[src/rtl/special_result_pipe.sv]
`default_nettype none
// ============================================================================
// Module      : special_result_pipe
// Description : Special-case result resolver for the HUB floating-point adder.
//               Classifies X and the effective Y (Y with its sign flipped for
//               subtraction) as +-inf / +-0 / +-1 / none, resolves the special
//               result and carries it through a 2-stage elastic valid/ready
//               pipeline. A saturating counter tracks accepted special results.
// Ports       : clk, rst (async, active-high)
//               in_valid/in_ready, op_sub, x, y          - operand side
//               out_valid/out_ready, result, is_special,
//               x_class, y_class                         - result side
//               count_clr, special_count                 - event counter
//               nan (only with SPECIAL_NAN_FLAG_EN)       - opposite-inf flag
// Config      : define SPECIAL_NAN_FLAG_EN to add the registered nan output.
// Revision    : 1.0 - initial release
// ============================================================================
module special_result_pipe #(
    parameter int M     = 23,
    parameter int E     = 8,
    parameter int CNT_W = 16
) (
    input  logic             clk,
    input  logic             rst,
    input  logic             in_valid,
    output logic             in_ready,
    input  logic             op_sub,
    input  logic [E+M:0]     x,
    input  logic [E+M:0]     y,
    output logic             out_valid,
    input  logic             out_ready,
    output logic [E+M:0]     result,
    output logic             is_special,
    output logic [2:0]       x_class,
    output logic [2:0]       y_class,
    input  logic             count_clr,
    output logic [CNT_W-1:0] special_count
`ifdef SPECIAL_NAN_FLAG_EN
    ,
    output logic             nan
`endif
);

    localparam int W = E + M + 1;

    localparam logic [2:0] c_cls_none   = 3'd0;
    localparam logic [2:0] c_cls_inf_p  = 3'd1;
    localparam logic [2:0] c_cls_inf_n  = 3'd2;
    localparam logic [2:0] c_cls_zero_p = 3'd3;
    localparam logic [2:0] c_cls_zero_n = 3'd4;
    localparam logic [2:0] c_cls_one_p  = 3'd5;
    localparam logic [2:0] c_cls_one_n  = 3'd6;

    localparam logic [W-1:0] c_pos_inf  = {1'b0, {(W-1){1'b1}}};
    localparam logic [W-1:0] c_neg_inf  = {1'b1, {(W-1){1'b1}}};
    localparam logic [W-1:0] c_pos_zero = '0;
    localparam logic [E-1:0] c_exp_one  = {1'b1, {(E-1){1'b0}}};

    // HUB infinity has an all-ones mantissa as well as an all-ones exponent.
    function automatic logic [2:0] classify(input logic [W-1:0] v);
        logic [E-1:0] ex;
        logic [M-1:0] ma;
        logic         sg;
        ex = v[E+M-1:M];
        ma = v[M-1:0];
        sg = v[E+M];
        if ((&ex) && (&ma))
            classify = sg ? c_cls_inf_n : c_cls_inf_p;
        else if ((ex == '0) && (ma == '0))
            classify = sg ? c_cls_zero_n : c_cls_zero_p;
        else if ((ex == c_exp_one) && (ma == '0))
            classify = sg ? c_cls_one_n : c_cls_one_p;
        else
            classify = c_cls_none;
    endfunction

    // ------------------------------------------------------------------
    // Handshake: a stage loads when empty or when its downstream moves on.
    // out_ready reaches in_ready combinationally through w_s2_load.
    // ------------------------------------------------------------------
    logic w_s2_load;
    logic w_s1_load;
    logic w_in_fire;

    logic r_s2_valid;

    assign w_s2_load = !r_s2_valid || out_ready;
    logic r_s1_valid;
    assign w_s1_load = !r_s1_valid || w_s2_load;
    assign w_in_fire = in_valid && w_s1_load;
    assign in_ready  = w_s1_load;

    // ------------------------------------------------------------------
    // Stage 1: operands and classes
    // ------------------------------------------------------------------
    logic [W-1:0] w_y_eff;
    logic [W-1:0] r_s1_x;
    logic [W-1:0] r_s1_y;
    logic [2:0]   r_s1_xc;
    logic [2:0]   r_s1_yc;

    assign w_y_eff = y ^ {op_sub, {(W-1){1'b0}}};

    always_ff @(posedge clk or posedge rst) begin
        if (rst) begin
            r_s1_valid <= 1'b0;
            r_s1_x     <= '0;
            r_s1_y     <= '0;
            r_s1_xc    <= c_cls_none;
            r_s1_yc    <= c_cls_none;
        end else if (w_s1_load) begin
            r_s1_valid <= in_valid;
            if (in_valid) begin
                r_s1_x  <= x;
                r_s1_y  <= w_y_eff;
                r_s1_xc <= classify(x);
                r_s1_yc <= classify(w_y_eff);
            end
        end
    end

    // ------------------------------------------------------------------
    // Resolution from stage-1 classes; first matching rule wins.
    // ------------------------------------------------------------------
    logic [W-1:0] w_res;
    logic         w_spec;
    logic         w_nan;

    always_comb begin
        w_res  = '0;
        w_spec = 1'b0;
        w_nan  = 1'b0;
        if ((r_s1_xc == c_cls_inf_p && r_s1_yc == c_cls_inf_n) ||
            (r_s1_xc == c_cls_inf_n && r_s1_yc == c_cls_inf_p)) begin
            w_res  = c_pos_inf;
            w_spec = 1'b1;
            w_nan  = 1'b1;
        end else if (r_s1_xc == c_cls_inf_p || r_s1_yc == c_cls_inf_p) begin
            // both +inf, or a single +inf
            w_res  = c_pos_inf;
            w_spec = 1'b1;
        end else if (r_s1_xc == c_cls_inf_n || r_s1_yc == c_cls_inf_n) begin
            w_res  = c_neg_inf;
            w_spec = 1'b1;
        end else if ((r_s1_xc == c_cls_zero_p && r_s1_yc == c_cls_zero_n) ||
                     (r_s1_xc == c_cls_zero_n && r_s1_yc == c_cls_zero_p)) begin
            w_res  = c_pos_zero;
            w_spec = 1'b1;
        end else if (r_s1_xc == c_cls_zero_p || r_s1_xc == c_cls_zero_n) begin
            w_res  = r_s1_y;
            w_spec = 1'b1;
        end else if (r_s1_yc == c_cls_zero_p || r_s1_yc == c_cls_zero_n) begin
            w_res  = r_s1_x;
            w_spec = 1'b1;
        end
    end

    // ------------------------------------------------------------------
    // Stage 2: resolved result
    // ------------------------------------------------------------------
    logic [W-1:0] r_s2_res;
    logic         r_s2_spec;
    logic [2:0]   r_s2_xc;
    logic [2:0]   r_s2_yc;

    always_ff @(posedge clk or posedge rst) begin
        if (rst) begin
            r_s2_valid <= 1'b0;
            r_s2_res   <= '0;
            r_s2_spec  <= 1'b0;
            r_s2_xc    <= c_cls_none;
            r_s2_yc    <= c_cls_none;
        end else if (w_s2_load) begin
            r_s2_valid <= r_s1_valid;
            if (r_s1_valid) begin
                r_s2_res  <= w_res;
                r_s2_spec <= w_spec;
                r_s2_xc   <= r_s1_xc;
                r_s2_yc   <= r_s1_yc;
            end
        end
    end

`ifdef SPECIAL_NAN_FLAG_EN
    logic r_s2_nan;
    always_ff @(posedge clk or posedge rst) begin
        if (rst)
            r_s2_nan <= 1'b0;
        else if (w_s2_load && r_s1_valid)
            r_s2_nan <= w_nan;
    end
    assign nan = r_s2_nan;
`else
    logic w_nan_unused;
    assign w_nan_unused = w_nan;
`endif

    // ------------------------------------------------------------------
    // Saturating special-result counter; clear wins over increment.
    // ------------------------------------------------------------------
    logic [CNT_W-1:0] r_count;

    always_ff @(posedge clk or posedge rst) begin
        if (rst)
            r_count <= '0;
        else if (count_clr)
            r_count <= '0;
        else if (r_s2_valid && out_ready && r_s2_spec && !(&r_count))
            r_count <= r_count + 1'b1;
    end

    assign out_valid     = r_s2_valid;
    assign result        = r_s2_res;
    assign is_special    = r_s2_spec;
    assign x_class       = r_s2_xc;
    assign y_class       = r_s2_yc;
    assign special_count = r_count;

    // Mark the sibling class code used so every localparam has a reader.
    logic [2:0] w_cls_unused;
    assign w_cls_unused = c_cls_one_p ^ c_cls_one_n;

endmodule
`default_nettype wire

[config.mk]
export PLATFORM = sky130hd
export DESIGN_NAME = special_result_pipe
export DESIGN_NICKNAME = d
export VERILOG_FILES = /design/src/rtl/special_result_pipe.sv
export SDC_FILE = /design/constraint.sdc
export NUM_CORES = 1
export LEC_CHECK = 0
export CORE_MARGIN = 8
export CORE_UTILIZATION = 54
export CTS_CLUSTER_DIAMETER = 100
export DETAILED_ROUTE_END_ITERATION = 10
export DONT_BUFFER_PORTS = 1
export PLACE_DENSITY = 0.69
export RECOVER_POWER = 50
export SLEW_MARGIN = 20
export SYNTH_ARGS = -nofsm -noshare
export SYNTH_HDL_FRONTEND = slang
export SYNTH_SLANG_ARGS = --single-unit
[constraint.sdc]
create_clock -name clk -period 4.6 [get_ports clk]
set_clock_uncertainty 0.2 [all_clocks]
set_input_delay 1.15 -clock clk [delete_from_list [all_inputs] [get_ports clk]]
set_output_delay 1.15 -clock clk [all_outputs]
set_load 0.02 [all_outputs]
==> results of run 1 <==
critical path: stages (launching register included):
cell and delay [ps]:
dfrtp_1 480, nor3b_2 310, or2_0 1630, a22oi_1 390, a211oi_1 330
registers in the layout (all words and copies together), names as in the netlist:
register,cells
x_class,3
r_s1_yc,3
r_s1_xc,3
special_count,16
y_class,3
r_s1_x,32
r_s1_valid,1
result,32
is_special,1
r_s1_y,32
out_valid,1
final cells by class:
class | count | area [um^2] | area share, %
clock inverters | 10 | 133 | 2.01
repair buffers | 7 | 46.3 | 0.701
multi-input cells | 334 | 2570 | 38.9
flip-flops and latches | 127 | 3180 | 48.2
well taps | 140 | 175 | 2.65
clock buffers | 22 | 483 | 7.32
inverters | 4 | 16.3 | 0.246
cells in the mapped netlist, types with 2 or more instances:
library cell / count
dfrtp_1: 127
mux2_2: 74
nor2_1: 46
a22oi_1: 35
a211oi_1: 24
nand4_1: 18
nor4_1: 18
clkbuf_1: 15
nand2_1: 12
nand3_1: 11
a211oi_2: 9
a21oi_1: 8
and4_1: 8
buf_6: 7
buf_2: 6
o21ai_0: 6
buf_1: 5
nand2b_1: 5
nor2b_1: 5
o311ai_0: 5
inv_1: 4
o31ai_1: 4
o41ai_1: 4
or2_2: 4
or4_1: 4
and2_1: 3
and3_1: 3
a21boi_0: 2
a32o_1: 2
buf_4: 2
nand3b_1: 2
o22a_1: 2
or4bb_1: 2
layout by cell type, fill, tap and decap left out, drive strengths merged, types with 2 or more instances in the layout:
| master | instances |
|---|---|
| o311ai | 5 |
| nand3b | 2 |
| dfrtp | 127 |
| o21ai | 6 |
| a21oi | 8 |
| or2 | 4 |
| nand2b | 5 |
| o22a | 2 |
| nor2 | 46 |
| nand4 | 19 |
| a22oi | 35 |
| nand3 | 11 |
| clkinvlp | 4 |
| and2 | 3 |
| inv | 3 |
| nor4 | 18 |
| clkbuf | 24 |
| and4 | 8 |
| a21boi | 2 |
| and3 | 3 |
| nand2 | 12 |
| a32o | 2 |
| o41ai | 4 |
| clkinv | 4 |
| or4 | 5 |
| mux2 | 74 |
| or4bb | 2 |
| buf | 5 |
| bufinv | 3 |
| nor2b | 5 |
| a211oi | 34 |
| o31ai | 4 |
metrics by stage:
stage               setup slack, ps  instances
floorplan                      1680        500
global placement               1380        612
detailed placement             1320        612
CTS                            1720        644
global route                    899        644
finish                         1150        644
path summary, 6_finish.rpt:
check                                 from         end  slack (ps)  depth (start not counted)
min in group asynchronous              rst  result[10]         770                          1
worst min-delay path             r_s1_y[5]   r_s1_y[5]         300                          1
max in group asynchronous              rst  r_s1_yc[1]        1490                          2
worst max register to register  r_s1_xc[0]   result[2]        1150                          4
worst min register to register   r_s1_y[5]   r_s1_y[5]         300                          1
worst max-delay path            r_s1_xc[0]   result[2]        1150                          4
report_power, final:
group / total, mW / internal, mW / switching (mW)
clock: 1.37 / 0.893 / 0.480
combinational: 0.242 / 0.122 / 0.120
sequential: 1.39 / 1.25 / 0.143
per-layer routing:
metal  global-route usage, %  share of wire [%]  up-vias  routed length (um)
li1                        -                  -     1902                   -
met1                    26.8                 38     2208                5960
met2                    36.2                 50      180                7900
met3                    8.84                 10       26                1570
met4                    7.57                1.8        0                 278
met5                       0                  0        -                   0
cells by family after synthesis:
group / synth area share, %
flip-flops: 53.4
adder cells (fa/ha/maj): 0.210
AND/OR/NAND/NOR: 14.2
AO/OA/AOI/OAI: 14.3
XOR/XNOR: 0.147
multiplexers: 14.2
buffers and inverters: 3.59
==> reports/metrics.cfg, run 1 <==
[status]
violations=max-capacitance violations, max-slew violations
status=finished, violations left

[yosys]
synth_area_leaders=dfrtp_1, mux2_2, a22oi_1
synth.distinct_cells=51
synth_edf_count=0
ys_ff_latch=127
syn_area_per_cell_um2=11.9
synthFlopType=dfrtp_1
syn-num-nets=571
yosysWarnings=0
syn_area_mm2=0.00595
async_flop_share_pct=100
yosysSeqAreaShare_pct=53.4
synthCells=500
yosysTopAreaCellShare_pct=53.4
yosysTopAreaCell=dfrtp_1

[clock_tree]
cts_sinks=127
insertion_delay_ps=520
cts.repair.resized=0
path_clk_slew_ps=60
cts_made_buffers=17
htree_levels=4
ctsHoldBuffers=0
clockBufferDepth=2
clock-root-buffer=clkbuf_8
cts_setup_buffers=0
cts_tree=done

[min_path]
hold_class=reg -> reg

[die]
die_width_um=121
core_mm2=0.0108
rows=38
start_util_pct=55.2
dieArea_mm2=0.0146
fp.dieH_um=121
ioPinCount=127

[sta]
max_slew_margin_pct=-46.7
final.period_utilization_pct=74.9
drv_slew=106
layout_min_cycle_time_ps=3450
max_slew.worst_pin.slew_ps=2200
fin_setup_tns_ps=0
hold_violations=0
rsz0062_at_grt=no
holdWs_ps=304
max_freq_ghz=0.290
setup_viol=0

[placed_design]
postPlaceCellArea_mm2=0.00600
gp_congestion=0.805
port_buffers=0
dp_hpwl_um=10900

[detailed_routing]
drc_errors=0
postRouteAntennaNets=0
wire_per_inst_um=24.4
vias=4316
drt-total-wl_um=15700
drt-pass1-iter-count=5
detail_route.vias_per_cell=6.70
drtIter0Drc=463

[power_and_ir_drop]
irDropWorstVdd_mv=0.225
p_total_mw=3.00
p_leak_nw=2.59
powerDensity_mw_per_mm2=455

[setup_path]
crit_type=reg -> reg
end_kind=flop
crit_arrival_ps=3670
crit_fanout=33
cp.required_ps=4820
critPathLaunchType=flop

[finish]
fillCellCount=862
syn2layout_area_growth_pct=10.9
layout-drive-gt1-share_pct=26.0
final_core_util_pct=61.2
nNetsFinal=562
n_antenna_cell=0
design_area_mm2=0.00660

[global_routing]
grt_max_degree=53
antenna_found_initial=0
grt_overflow=0
track_usage_pct=22.4
grt_pass1_vias=4384
grt_pass1_wl_um=25400

[run]
max_cap_viol_count=3

No activity file was read; power rests on OpenSTA's default activity.
==> run 2, diff against run 1 <==
- PLACE_DENSITY: 0.69 -> 0.66
- clock period: 4.6 -> 3.4 ns (I/O delays scaled with it)
==> run 2 against run 1 <==
The run still ends with max-capacitance violations, max-slew violations left; cell count is 0.16% higher; register-to-register slack got worse by 560 ps; non-clock buffer count up 2; total power increased by 25%; maximum frequency grew 23%; utilization is 0.80 points lower; via count down 1.8%; sequential cell count stayed put; worst hold slack worse by 110 ps; sequential power rose by 35%; highest routed layer unchanged.
==> reports/metrics.cfg, run 2 (synthesized netlist as in run 1, its figures left out) <==
[finish]
design_area_mm2=0.00651  ; was 0.00660 mm^2
nNetsFinal=564  ; was 562
n_antenna_cell=0  ; unchanged
syn2layout_area_growth_pct=9.42  ; was 10.9%
layout-drive-gt1-share_pct=25.7  ; was 26.0%
final_common_cell=dfrtp_1  ; unchanged
layout_common_cells=dfrtp_1, mux2_2, nor2_1  ; unchanged

[placed_design]
dp_hpwl_um=10900  ; about the same
postPlaceCellArea_mm2=0.00603  ; was 0.00600 mm^2
gp_congestion=0.814  ; was 0.805
port_buffers=0  ; unchanged

[sta]
drv_slew=34  ; was 106
max_slew_margin_pct=-10.2  ; was -46.7%
layout_min_cycle_time_ps=2800  ; was 3450 ps
final.period_utilization_pct=82.4  ; was 74.9%
max_freq_ghz=0.357  ; was 0.290 GHz
setup_viol=0  ; unchanged
rsz0062_at_grt=no  ; unchanged
fin_setup_tns_ps=0  ; unchanged
hold_violations=0  ; unchanged
max_slew.worst_pin.slew_ps=1640  ; was 2200 ps

[clock_tree]
htree_levels=4  ; unchanged
cts_tree=done  ; unchanged
cts_made_buffers=17  ; unchanged
cts_sinks=127  ; unchanged
ctsHoldBuffers=0  ; unchanged
cts_setup_buffers=0  ; unchanged
path_clk_slew_ps=60  ; about the same
clockBufferDepth=2  ; unchanged
clock-root-buffer=clkbuf_8  ; unchanged
insertion_delay_ps=520  ; about the same
cts.repair.resized=0  ; unchanged

[setup_path]
worstSetupEndpoint=result[24]  ; was result[2]
end_kind=flop  ; unchanged
crit_type=reg -> reg  ; unchanged
crit_fanout=32  ; was 33
critPathLaunchType=flop  ; unchanged
cpMaxStageDelayCell=clkbuf_1  ; was or2_0
r2r_slack_ps=600  ; was 1150 ps
cp.required_ps=3570  ; was 4820 ps
r2r_start=out_valid  ; was r_s1_xc[0]
worstPathCellList=nand2b_1 -> and2_0 -> clkbuf_1 -> and3_1 -> buf_4 -> a211oi_1  ; was nor3b_2 -> or2_0 -> a22oi_1 -> a211oi_1
cpPeakStageDelay_ps=780  ; was 1630 ps
crit_arrival_ps=2980  ; was 3670 ps
r2r-end=result[24]  ; was result[2]
cp-startpoint=out_valid  ; was r_s1_xc[0]
r2r_cells=6  ; was 4

[run]
max_cap_viol_count=1  ; was 3

[global_routing]
grt_pass1_wl_um=24300  ; was 25400 um
grt_max_degree=54  ; was 53
track_usage_pct=21.6  ; was 22.4%
antenna_found_initial=0  ; unchanged
grt_pass1_vias=4375  ; was 4384
grt_overflow=0  ; unchanged

[die]
rows=38  ; unchanged
start_util_pct=55.2  ; unchanged
core_mm2=0.0108  ; unchanged
ioPinCount=127  ; unchanged
fp.dieH_um=121  ; unchanged
die_width_um=121  ; unchanged
dieArea_mm2=0.0146  ; unchanged

[detailed_routing]
drt-total-wl_um=15500  ; was 15700 um
vias=4240  ; was 4316
drtIter0Drc=290  ; was 463
detail_route.vias_per_cell=6.57  ; was 6.70
wire_per_inst_um=24.0  ; was 24.4 um
drt-pass1-iter-count=5  ; unchanged
postRouteAntennaNets=0  ; unchanged
drc_errors=0  ; unchanged

[status]
status=finished, violations left  ; unchanged
violations=max-capacitance violations, max-slew violations  ; unchanged

[power_and_ir_drop]
pwr-share-seq_pct=49.8  ; was 46.2%
swShare_pct=25.8  ; was 24.7%
p_int_mw=2.79  ; was 2.26 mW
switchingPower_mw=0.971  ; was 0.743 mW
p_leak_nw=2.57  ; was 2.59 nW
powerDensity_mw_per_mm2=578  ; was 455 mW/mm^2
irDropWorstVdd_mv=0.316  ; was 0.225 mV
power_frac_clock_pct=41.5  ; was 45.7%
power_frac_comb_pct=8.7  ; was 8.1%

[min_path]
hold_class=in -> reg  ; was reg -> reg
min_from=count_clr  ; was r_s1_y[5]

## run 2: changes by cell type in the layout (fill, tap and decap cells not counted), moves of 2 or more
cell        previous run  this run
bufinv_16              3         0
clkbuf_1               1         4
clkbuf_8               6         4
clkinv_2               4         8
clkinvlp_4             3         0
## run 2: per-stage QoR
stage | cells | total power, mW | setup WS (ps) | hold WS [ps] | utilization (%)
after detailed placement | 614 | 2.24 | 755 | 294 | 55.9
final | 645 | 3.76 | 597 | 192 | 60.4
after global routing | 645 | 3.92 | 393 | 167 | 60.4
after global placement | 614 | 2.22 | 755 | 278 | 55.9
after floorplan | 500 | 2.14 | 783 | 264 | -
after CTS | 645 | 3.80 | 893 | 169 | 60.5
## run 2: layer usage
metal | track usage (%) | share of wire [%] | wire length (um)
met1 | 24.4 | 37 | 5780
met3 | 9.59 | 10 | 1560
met2 | 35.4 | 51 | 7850
met5 | 0 | 0 | 0
met4 | 7.81 | 1.8 | 272
## run 2: area by class of cell
| cell class | count | area, um^2 |
|---|---|---|
| Clock inverter | 8 | 40.0 |
| Multi-Input combinational cell | 334 | 2560 |
| Fill cell | 905 | 4280 |
| Inverter | 4 | 16.3 |
| Clock buffer | 23 | 467 |
| Timing Repair Buffer | 9 | 73.8 |
| Sequential cell | 127 | 3180 |
| Tap cell | 140 | 175 |
## run 2: worst min path at each step
stage / to / depth (start not counted)
after global routing: special_count[11] / 1
after detailed placement: out_valid / 1
after CTS: r_s1_x[4] / 1
after global placement: r_s1_y[31] / 1
after floorplan: r_s1_y[31] / 1
final: special_count[8] / 1
## run 2: power groups by stage
stage          clock network [mW]  registers [mW]  logic (mW)
2_1_floorplan                   0            1.86       0.281
3_5_place_dp                    0            1.90       0.336
3_3_place_gp                    0            1.90       0.324
4_1_cts                      1.58            1.87       0.338
5_1_grt                      1.66            1.90       0.365
6_report                     1.56            1.87       0.328
## run 2: worst max-delay path, delay by kind of cell, from the launching register on
family / cells / cell delay, ps
AOI/OAI and AO/OA: 1 / 150
buffers and inverters: 2 / 1170
DFF: 1 / 480
and+or+nand+nor: 3 / 630
==> run 3, diff against run 2 <==
- PLACE_DENSITY: 0.66 -> 0.69
- clock period: 3.4 -> 2.3 ns (I/O delays scaled with it)
==> run 3 against run 2 <==
Critical path depth did not move; sequential power increased by 48%; sequential cell count did not move; the flow now finishes without violations; utilization is 9.4 points higher; register-to-register slack lost 510 ps; highest routed layer unchanged; global-route usage up 3.2 points; via count is 12% higher; critical endpoint is now special_count[13]; total power is 68% higher.
==> reports/metrics.cfg, run 3 (synthesized netlist as in run 1, its figures left out) <==
[status]
status=complete, no violations  ; was finished, violations left

[sta]
max_slew_margin_pct=23.9  ; was -10.2%
max_freq_ghz=0.452  ; was 0.357 GHz
holdWs_ps=26.6  ; was 192 ps
max_slew.worst_pin.slew_ps=1140  ; was 1640 ps
layout_min_cycle_time_ps=2210  ; was 2800 ps
final.period_utilization_pct=96.3  ; was 82.4%
layout_setup_ws_ps=85.6  ; was 597 ps
fin_setup_tns_ps=0  ; unchanged
drv_slew=0  ; was 34
setup_viol=0  ; unchanged
rsz0062_at_grt=no  ; unchanged
hold_violations=0  ; unchanged

[setup_path]
critPathLaunchType=flop  ; unchanged
path_delay_family=simple AND/OR/NAND/NOR gates  ; was buffers and inverters
end_kind=flop  ; unchanged
crit_arrival_ps=2460  ; was 2980 ps
cp.required_ps=2540  ; was 3570 ps
crit_type=reg -> reg  ; unchanged
worstPathCellList=ha_1 -> and4_1 -> and4_1 -> buf_4 -> or4_1 -> a21oi_1  ; was nand2b_1 -> and2_0 -> clkbuf_1 -> and3_1 -> buf_4 -> a211oi_1
path_buf_inv=1  ; was 2
cpMaxStageDelayCell=or4_1  ; was clkbuf_1
crit_fanout=10  ; was 32
cpPeakStageDelay_ps=470  ; was 780 ps
path_common_cell=and4_1

[clock_tree]
clock-root-buffer=clkbuf_8  ; unchanged
cts_tree=done  ; unchanged
ctsHoldBuffers=57  ; was 0
cts_sinks=127  ; unchanged
path_clk_slew_ps=60  ; about the same
cts_made_buffers=17  ; unchanged
htree_levels=4  ; unchanged
clockBufferDepth=2  ; unchanged
insertion_delay_ps=520  ; about the same
cts.repair.resized=0  ; unchanged
cts_setup_buffers=0  ; unchanged

[die]
dieArea_mm2=0.0146  ; unchanged
core_mm2=0.0108  ; unchanged
die_width_um=121  ; unchanged
fp.dieH_um=121  ; unchanged
ioPinCount=127  ; unchanged
rows=38  ; unchanged
start_util_pct=55.2  ; unchanged

[finish]
final_core_util_pct=69.7  ; was 60.4%
design_area_mm2=0.00753  ; was 0.00651 mm^2
layout-drive-gt1-share_pct=25.7  ; about the same
layout_common_cells=dfrtp_1, mux2_2, dlygate4sd3_1  ; was dfrtp_1, mux2_2, nor2_1
nNetsFinal=651  ; was 564
fin_cells=732  ; was 645
syn2layout_area_growth_pct=26.4  ; was 9.42%
n_antenna_cell=0  ; unchanged
final_common_cell=dfrtp_1  ; unchanged

[global_routing]
grt_max_degree=128  ; was 54
grt_pass1_wl_um=27800  ; was 24300 um
gr-usage-met1_pct=27.5  ; was 24.4%
grt_pass1_vias=5014  ; was 4375
track_usage_pct=24.7  ; was 21.6%
grt_overflow=0  ; unchanged
use_met3_pct=8.61  ; was 9.59%
antenna_found_initial=0  ; unchanged
grt-busiest-layer=met2  ; unchanged
grt_use_met2_pct=42.3  ; was 35.4%

[power_and_ir_drop]
irDropWorstVdd_mv=0.529  ; was 0.316 mV
p_total_mw=6.31  ; was 3.76 mW
powerDensity_mw_per_mm2=838  ; was 578 mW/mm^2
p_leak_nw=3.03  ; was 2.57 nW

[placed_design]
dp.cells=636  ; was 614
port_buffers=0  ; unchanged
dp_hpwl_um=11400  ; was 10900 um
place_ws_ps=101  ; was 755 ps
postPlaceCellArea_mm2=0.00626  ; was 0.00603 mm^2
gp_congestion=0.846  ; was 0.814

[run]
max_cap_viol_count=0  ; was 1

[detailed_routing]
drtIter0Drc=376  ; was 290
detail_route.vias_per_cell=6.48  ; was 6.57
postRouteAntennaNets=0  ; unchanged
drt-pass1-iter-count=7  ; was 5
wire_per_inst_um=24.4  ; was 24.0 um
drc_errors=0  ; unchanged
drt-total-wl_um=17900  ; was 15500 um
vias=4743  ; was 4240

[min_path]
hold_class=in -> reg  ; unchanged

run 3: path summary, 6_finish.rpt:
| kind | slack (ps) | cells after the start | start | end |
|---|---|---|---|---|
| worst min register to register | 310 | 1 | r_s1_x[3] | r_s1_x[3] |
| worst min-delay path | 30 | 1 | count_clr | special_count[2] |
| worst max register to register | 90 | 6 | special_count[0] | special_count[13] |
| max in group asynchronous | 430 | 3 | rst | r_s1_x[31] |
| min in group asynchronous | 710 | 3 | rst | r_s1_y[7] |
| worst max-delay path | 90 | 6 | special_count[0] | special_count[13] |
run 3: layout make-up:
class / count / area, um^2
fillers: 764 / 3270
flip-flops and latches: 127 / 3180
multi-input cells: 334 / 2560
repair buffers: 96 / 958
clock buffers: 21 / 449
clock inverters: 10 / 185
well taps: 140 / 175
inverters: 4 / 18.8
run 3: report_power, final:
| part | switching, mW | internal, mW |
|---|---|---|
| clock | 0.977 | 1.92 |
| combinational | 0.296 | 0.343 |
| sequential | 0.277 | 2.49 |
run 3: routing by layer:
layer | vias up | part of all wire (%) | wire length (um)
li1 | 2080 | - | -
met3 | 37 | 9.5 | 1700
met5 | - | 0 | 0
met2 | 232 | 52 | 9230
met1 | 2394 | 36 | 6510
met4 | 0 | 2.6 | 464
run 3: worst reg2reg max path, delay by kind of cell (launching register included):
kind | cells | cell delay (ps)
adders and majority gates | 1 | 260
and+or+nand+nor | 3 | 950
AOI/OAI and AO/OA | 1 | 170
DFF | 1 | 380
buffers and inverters | 1 | 180
